===== src/rtl/rs_alu_param.sv =====
// rs_alu_param: parametrised ALU reservation station.
// Holds up to DEPTH renamed ALU ops and snoops NUM_CDB result buses to
// wake up their pending operands. It issues one ready op per cycle through
// a registered valid/ready output stage that supports backpressure.
//
// Ports:
//   clk, rst            clock, asynchronous active-high reset
//   rdy                 global enable; low holds every register
//   flush               synchronous squash of all entries and the output stage
//   alloc_*             decoder/rename allocation channel (valid/ready)
//   cdb_valid/tag/data  packed result broadcast channels, channel i at [i*W +: W]
//   issue_*             registered issue channel towards the ALU (valid/ready)
//   count               number of occupied entries
//
// Optional build macro RS_OLDEST_FIRST_EN: when it is defined, an age matrix
// makes issue pick the oldest ready entry. When it is undefined, issue picks
// the lowest-index ready entry.
module rs_alu_param #(
    parameter int DEPTH   = 8,
    parameter int DATA_W  = 32,
    parameter int TAG_W   = 4,
    parameter logic [TAG_W-1:0] TAG_FREE = '0,
    parameter int NUM_CDB = 2,
    parameter int OP_W    = 6,
    parameter int PC_W    = 32
) (
    input  logic                        clk,
    input  logic                        rst,
    input  logic                        rdy,
    input  logic                        flush,
    input  logic                        alloc_valid,
    output logic                        alloc_ready,
    input  logic [OP_W-1:0]             alloc_op,
    input  logic [PC_W-1:0]             alloc_pc,
    input  logic [DATA_W-1:0]           alloc_src1_data,
    input  logic [DATA_W-1:0]           alloc_src2_data,
    input  logic [TAG_W-1:0]            alloc_src1_tag,
    input  logic [TAG_W-1:0]            alloc_src2_tag,
    input  logic [TAG_W-1:0]            alloc_dest,
    input  logic [NUM_CDB-1:0]          cdb_valid,
    input  logic [NUM_CDB*TAG_W-1:0]    cdb_tag,
    input  logic [NUM_CDB*DATA_W-1:0]   cdb_data,
    output logic                        issue_valid,
    input  logic                        issue_ready,
    output logic [OP_W-1:0]             issue_op,
    output logic [PC_W-1:0]             issue_pc,
    output logic [DATA_W-1:0]           issue_src1,
    output logic [DATA_W-1:0]           issue_src2,
    output logic [TAG_W-1:0]            issue_dest,
    output logic [$clog2(DEPTH+1)-1:0]  count
);
    localparam int CW = $clog2(DEPTH+1);
    localparam int IW = $clog2(DEPTH);
    localparam logic [CW-1:0] DEPTH_C = CW'(DEPTH);

    logic [DEPTH-1:0]  busy_q;
    logic [OP_W-1:0]   op_q    [DEPTH];
    logic [PC_W-1:0]   pc_q    [DEPTH];
    logic [DATA_W-1:0] data1_q [DEPTH];
    logic [DATA_W-1:0] data2_q [DEPTH];
    logic [TAG_W-1:0]  tag1_q  [DEPTH];
    logic [TAG_W-1:0]  tag2_q  [DEPTH];
    logic [TAG_W-1:0]  dest_q  [DEPTH];
    logic [CW-1:0]     count_q;

    logic              issueValid_q;
    logic [OP_W-1:0]   issueOp_q;
    logic [PC_W-1:0]   issuePc_q;
    logic [DATA_W-1:0] issueSrc1_q;
    logic [DATA_W-1:0] issueSrc2_q;
    logic [TAG_W-1:0]  issueDest_q;

    logic [TAG_W-1:0]  fwdTag1  [DEPTH];
    logic [TAG_W-1:0]  fwdTag2  [DEPTH];
    logic [DATA_W-1:0] fwdData1 [DEPTH];
    logic [DATA_W-1:0] fwdData2 [DEPTH];
    logic [DEPTH-1:0]  readyVec;
    logic [TAG_W-1:0]  capTag1, capTag2;
    logic [DATA_W-1:0] capData1, capData2;
    logic [IW-1:0]     allocIdx, selIdx;
    logic              anyReady, issueLoad, issueFire, allocFire;

    assign alloc_ready = (count_q < DEPTH_C);
    assign allocFire   = rdy && alloc_valid && alloc_ready && !flush;
    assign issueLoad   = !issueValid_q || issue_ready;
    assign anyReady    = |readyVec;
    assign issueFire   = rdy && !flush && issueLoad && anyReady;

    assign issue_valid = issueValid_q;
    assign issue_op    = issueOp_q;
    assign issue_pc    = issuePc_q;
    assign issue_src1  = issueSrc1_q;
    assign issue_src2  = issueSrc2_q;
    assign issue_dest  = issueDest_q;
    assign count       = count_q;

    // Forwarded view of each entry: the CDB is applied on top of the stored
    // operands. Channels are scanned from high to low so the lowest matching
    // channel is the one that sticks. An entry whose forwarded tags are both
    // free is ready, so it can issue in its own wakeup cycle.
    always_comb begin
        for (int i = 0; i < DEPTH; i++) begin
            fwdTag1[i]  = tag1_q[i];
            fwdTag2[i]  = tag2_q[i];
            fwdData1[i] = data1_q[i];
            fwdData2[i] = data2_q[i];
            for (int c = NUM_CDB-1; c >= 0; c--) begin
                if (cdb_valid[c] && tag1_q[i] != TAG_FREE &&
                    cdb_tag[c*TAG_W +: TAG_W] == tag1_q[i]) begin
                    fwdTag1[i]  = TAG_FREE;
                    fwdData1[i] = cdb_data[c*DATA_W +: DATA_W];
                end
                if (cdb_valid[c] && tag2_q[i] != TAG_FREE &&
                    cdb_tag[c*TAG_W +: TAG_W] == tag2_q[i]) begin
                    fwdTag2[i]  = TAG_FREE;
                    fwdData2[i] = cdb_data[c*DATA_W +: DATA_W];
                end
            end
            readyVec[i] = busy_q[i] && fwdTag1[i] == TAG_FREE && fwdTag2[i] == TAG_FREE;
        end
    end

    // Incoming operands are also checked against this cycle's CDB, so a
    // result broadcast in the allocation cycle is not lost.
    always_comb begin
        capTag1  = alloc_src1_tag;
        capTag2  = alloc_src2_tag;
        capData1 = alloc_src1_data;
        capData2 = alloc_src2_data;
        for (int c = NUM_CDB-1; c >= 0; c--) begin
            if (cdb_valid[c] && alloc_src1_tag != TAG_FREE &&
                cdb_tag[c*TAG_W +: TAG_W] == alloc_src1_tag) begin
                capTag1  = TAG_FREE;
                capData1 = cdb_data[c*DATA_W +: DATA_W];
            end
            if (cdb_valid[c] && alloc_src2_tag != TAG_FREE &&
                cdb_tag[c*TAG_W +: TAG_W] == alloc_src2_tag) begin
                capTag2  = TAG_FREE;
                capData2 = cdb_data[c*DATA_W +: DATA_W];
            end
        end
    end

    // The lowest free slot is taken from registered busy bits only. A slot
    // freed by this cycle's issue is not reused until the next cycle.
    always_comb begin
        allocIdx = '0;
        for (int i = DEPTH-1; i >= 0; i--) begin
            if (!busy_q[i]) allocIdx = IW'(i);
        end
    end

`ifdef RS_OLDEST_FIRST_EN
    // age_q[i][j] set means entry i was allocated before entry j. A new
    // entry is younger than every entry that stays busy. A freed entry has
    // its row and column cleared.
    logic [DEPTH-1:0] age_q [DEPTH];
    logic [DEPTH-1:0] age_d [DEPTH];

    always_comb begin
        for (int i = 0; i < DEPTH; i++) age_d[i] = age_q[i];
        if (issueFire) begin
            for (int i = 0; i < DEPTH; i++) begin
                age_d[selIdx][i] = 1'b0;
                age_d[i][selIdx] = 1'b0;
            end
        end
        if (allocFire) begin
            for (int i = 0; i < DEPTH; i++) begin
                age_d[allocIdx][i] = 1'b0;
                age_d[i][allocIdx] = busy_q[i] && !(issueFire && selIdx == IW'(i));
            end
        end
    end

    // The oldest ready entry is the one that no other ready entry is older than.
    always_comb begin
        logic blocked;
        blocked = 1'b0;
        selIdx  = '0;
        for (int i = 0; i < DEPTH; i++) begin
            blocked = 1'b0;
            for (int j = 0; j < DEPTH; j++) begin
                if (readyVec[j] && age_q[j][i]) blocked = 1'b1;
            end
            if (readyVec[i] && !blocked) selIdx = IW'(i);
        end
    end

    always_ff @(posedge clk or posedge rst) begin
        if (rst) begin
            for (int i = 0; i < DEPTH; i++) age_q[i] <= '0;
        end else if (rdy) begin
            for (int i = 0; i < DEPTH; i++) age_q[i] <= flush ? '0 : age_d[i];
        end
    end
`else
    // Fixed priority: the lowest-index ready entry issues.
    always_comb begin
        selIdx = '0;
        for (int i = DEPTH-1; i >= 0; i--) begin
            if (readyVec[i]) selIdx = IW'(i);
        end
    end
`endif

    // Entry storage, wakeup, the output register and the occupancy count.
    // Flush wins over everything else. When the output register cannot load,
    // it holds and no entry is freed, but wakeups still land in the entries.
    always_ff @(posedge clk or posedge rst) begin
        if (rst) begin
            busy_q       <= '0;
            count_q      <= '0;
            issueValid_q <= 1'b0;
            issueOp_q    <= '0;
            issuePc_q    <= '0;
            issueSrc1_q  <= '0;
            issueSrc2_q  <= '0;
            issueDest_q  <= TAG_FREE;
            for (int i = 0; i < DEPTH; i++) begin
                op_q[i]    <= '0;
                pc_q[i]    <= '0;
                data1_q[i] <= '0;
                data2_q[i] <= '0;
                tag1_q[i]  <= TAG_FREE;
                tag2_q[i]  <= TAG_FREE;
                dest_q[i]  <= TAG_FREE;
            end
        end else if (rdy) begin
            if (flush) begin
                busy_q       <= '0;
                count_q      <= '0;
                issueValid_q <= 1'b0;
            end else begin
                for (int i = 0; i < DEPTH; i++) begin
                    if (busy_q[i]) begin
                        tag1_q[i]  <= fwdTag1[i];
                        tag2_q[i]  <= fwdTag2[i];
                        data1_q[i] <= fwdData1[i];
                        data2_q[i] <= fwdData2[i];
                    end
                end
                if (issueLoad) begin
                    issueValid_q <= anyReady;
                    if (anyReady) begin
                        issueOp_q        <= op_q[selIdx];
                        issuePc_q        <= pc_q[selIdx];
                        issueSrc1_q      <= fwdData1[selIdx];
                        issueSrc2_q      <= fwdData2[selIdx];
                        issueDest_q      <= dest_q[selIdx];
                        busy_q[selIdx]   <= 1'b0;
                    end
                end
                if (allocFire) begin
                    busy_q[allocIdx]  <= 1'b1;
                    op_q[allocIdx]    <= alloc_op;
                    pc_q[allocIdx]    <= alloc_pc;
                    dest_q[allocIdx]  <= alloc_dest;
                    tag1_q[allocIdx]  <= capTag1;
                    tag2_q[allocIdx]  <= capTag2;
                    data1_q[allocIdx] <= capData1;
                    data2_q[allocIdx] <= capData2;
                end
                count_q <= count_q + CW'(allocFire) - CW'(issueFire);
            end
        end
    end

endmodule


===== config.mk =====
export PLATFORM = sky130hd
export DESIGN_NAME = rs_alu_param
export DESIGN_NICKNAME = d
export VERILOG_FILES = /design/src/rtl/rs_alu_param.sv
export SDC_FILE = /design/constraint.sdc
export NUM_CORES = 2
export LEC_CHECK = 0
export BUFFER_PORTS_ARGS = -buffer_cell sky130_fd_sc_hd__clkbuf_2
export CORE_UTILIZATION = 39
export CTS_CLUSTER_SIZE = 14
export DETAILED_ROUTE_END_ITERATION = 10
export HOLD_SLACK_MARGIN = 0.02
export PLACE_DENSITY_LB_ADDON = 0.15
export SLEW_MARGIN = 20
export SYNTH_ARGS = -nofsm -noshare
export SYNTH_HDL_FRONTEND = slang
export SYNTH_SLANG_ARGS = --single-unit
export TNS_END_PERCENT = 50

===== constraint.sdc =====
create_clock -name clk -period 42.6 [get_ports clk]
set_clock_uncertainty 0.2 [all_clocks]
set_input_delay 2.13 -clock clk [delete_from_list [all_inputs] [get_ports clk]]
set_output_delay 2.13 -clock clk [all_outputs]
set_load 0.01 [all_outputs]

==> results_dict.tcl <==
set metrics [dict create \
    cap_violations 0 \
    leakage_nw 27.8 \
    synth_area_sq_mm 0.0627 \
    rows 146 \
    fmax_mhz 130 \
    whs_endpoint "pc_q[25]" \
    tightest_slew_ns 1.26 \
    die-height_um 403 \
    clk_pin_slew_ns 0.06 \
    hold_buffers 0 \
    antenna_found_initial 27 \
    core-area_sq_mm 0.159 \
    routed_wl_um 277000 \
    dp.final_hpwl_um 145000 \
    finalHoldViolCount 0 \
    ir_drop_mv 0.0494 \
    synthAdderAreaFrac_pct 0.112 \
    timing.rr.start "tag2_q[25]" \
    tns_ns 0 \
    wl_per_cell_um 28.7 \
    gr-usage-all-layers_pct 33.3 \
    timing.rr.end "issue_pc[1]" \
    portBuffers 305 \
    cp_max_fo 67 \
    synth_edf_count 0 \
    synth_top_family_by_area "compound AO/OA/AOI/OAI gates" \
    cts_tree "yes" \
    hold_slack_ns 0.265 \
    register_area_sq_mm 0.0258 \
    ys_seq_area_share_pct 41.1 \
    cts_buffers 130 \
    min_from "pc_q[25]" \
    synth_fp_nets 7902 \
    dieArea_sq_mm 0.162 \
    startpoint_type "primary input" \
    first_pass_iters 8 \
    muxShareOfSynthArea_pct 13.0 \
    fin_crit_ns 7.67 \
    synthToLayoutAreaGrowth_pct 11.3 \
    grt_pass1_vias 58314 \
    grt_pass1_wl_um 404000 \
    cts-resized-gates 0 \
    multiInputGateArea_sq_mm 0.0343 \
    ff2ff_setup_slack_ns 36.47 \
    drtIter0Drc 7362 \
    clockRootBuffer "clkbuf_16" \
    synth_top_area_cell "dfrtp_1" \
    drc 0 \
    cp.arrival_ns 8.17 \
    via_per_inst 6.34 \
    period_share_pct 18.0 \
    syn_area_per_cell_sq_um 8.14 \
    synth_common_cells "nand2_1, dfrtp_1, a21oi_1" \
    drtAntennaViolNets 0 \
    rsz0062_at_grt "false" \
    netlist_top_cells_area "dfrtp_1, mux2i_1, nand2_1" \
    grt-ovfl-total 0 \
    critPathRequiredTime_ns 43.10 \
    drv_slew 0 \
    cts_setup_buffers 0 \
    setup_viol 0 \
    finalNetCount 7670 \
    ys_ff_latch 1031 \
    status "finished, final reports clean" \
    dieWidth_um 403 \
    io_pins 306 \
    synth.most_common_cell "nand2_1" \
    synthXorXnorAreaFrac_pct 1.56 \
    clkLatencyLatePin_ns 0.80 \
    critPathKind "primary input to register" \
    ys.warnings.count 0 \
    vias 61206 \
    min_delay_path_depth 2 \
    power.density_mw_per_mm2 47.3 \
    fillCellCount 15644 \
    grt_max_degree 170 \
    layout-drive-gt1-share_pct 12.8 \
    endpoint_kind "register" \
    clockBufferDepth 3 \
    yosys.area_share.simple_pct 15.8 \
    cts-htree-levels 4 \
    syn_inst 7703 \
    start_util_pct 39.5 \
    ys_types 67 \
    clock-sinks 1031 \
    ys.flop_type "dfrtp_1" \
    synth_compound_area_share_pct 23.2 \
    async_flop_share_pct 100 \
    gp_congestion 0.841 \
    yosysTopAreaCellShare_pct 41.1 \
    reg2reg_depth 10 \
    hold_path.class "register to register" \
    relSlewSlack_pct 16.2 \
]
[cell families after synthesis]
family | Yosys count
buf+inv | 819
mux | 789
fa+ha+maj | 5
flops | 1031
simple gates | 2494
compound gates | 2453
xor+xnor | 112
[sequential cells by signal, indices dropped and copies added (netlist names)]
register,count
dest_q,32
issue_op,6
data2_q,256
tag2_q,32
op_q,48
issue_src2,32
count,4
tag1_q,32
busy_q,8
data1_q,256
issue_pc,32
issue_dest,4
issue_src1,32
issue_valid,1
pc_q,256
[worst max-delay path, stage by stage]
cell and delay (ns):
clkbuf_2 0.60, xnor2_1 0.20, nand4_1 0.18, a21oi_4 0.17
buf_4 0.79, or2_2 0.36, nand3_4 0.84, nand2_4 1.30
buf_4 0.93, mux2_2 0.42, o211ai_2 0.15
[power breakdown]
group	switching [W]	internal, W
Sequential	0.000146	0.00117
Combinational	0.000534	0.000293
Clock	0.000480	0.000682
Total	0.00116	0.00214
[worst max path at each step]
| stage | slack, ns | start | to |
|---|---|---|---|
| final | 34.93 | cdb_tag[1] | issue_pc[1] |
| after global routing | 34.88 | cdb_tag[1] | issue_pc[3] |
| after CTS | 35.11 | cdb_tag[2] | issue_pc[1] |
| after detailed placement | 34.28 | cdb_tag[1] | issue_pc[2] |
| after global placement | 34.42 | cdb_tag[2] | issue_pc[2] |
| after floorplan | 11.26 | rst | busy_q[0] |
[per-stage QoR]
step	cells	utilization, %	cell area, sq um	setup WS (ns)	total power, W
after floorplan	7703	-	62700	11.26	0.00182
after global placement	9407	41.1	65300	34.42	0.00212
after detailed placement	9411	41.2	65400	34.28	0.00214
after CTS	9643	43.9	69800	35.11	0.00330
after global routing	9644	43.9	69800	34.88	0.00345
final	9648	43.9	69800	34.93	0.00330
[layer usage]
layer | wire length [um] | global-route usage [%]
met5 | 312 | 0
met4 | 13700 | 15.1
met3 | 29000 | 8.56
met1 | 112000 | 43.9
met2 | 122000 | 51.2
[cell usage in the layout (no fill, tap or decap), types with 13 or more instances in the layout]
master and instances:
o22ai_1 140, clkbuf_8 30, mux2_2 212, nand3_1 56
xnor2_1 109, clkbuf_16 130, o21ai_1 81, o221ai_1 68
clkinv_2 20, clkbuf_2 305, a21oi_1 791, a21o_1 47
buf_4 118, inv_1 19, a21oi_4 33, dfrtp_1 1024
nor3_1 38, or3_1 25, o211ai_1 74, a222oi_1 82
mux2i_1 577, o22a_1 46, o21ai_0 817, nor2_1 735
and3_1 59, a22oi_1 124, nor2_4 13, o211ai_2 36
a211oi_1 65, clkbuf_1 27, nand2_1 1485, nand4_1 43
[area by class of cell]
type	instances	share of cell area (%)
antenna	5	0.0179
clock buffer	187	5.39
clock inverter	45	0.937
inverter	22	0.131
multi-input combinational	5853	49.1
sequential	1031	37.0
tap	2072	3.71
timing repair buffer	433	3.76
(Power assumes the default switching activity.)
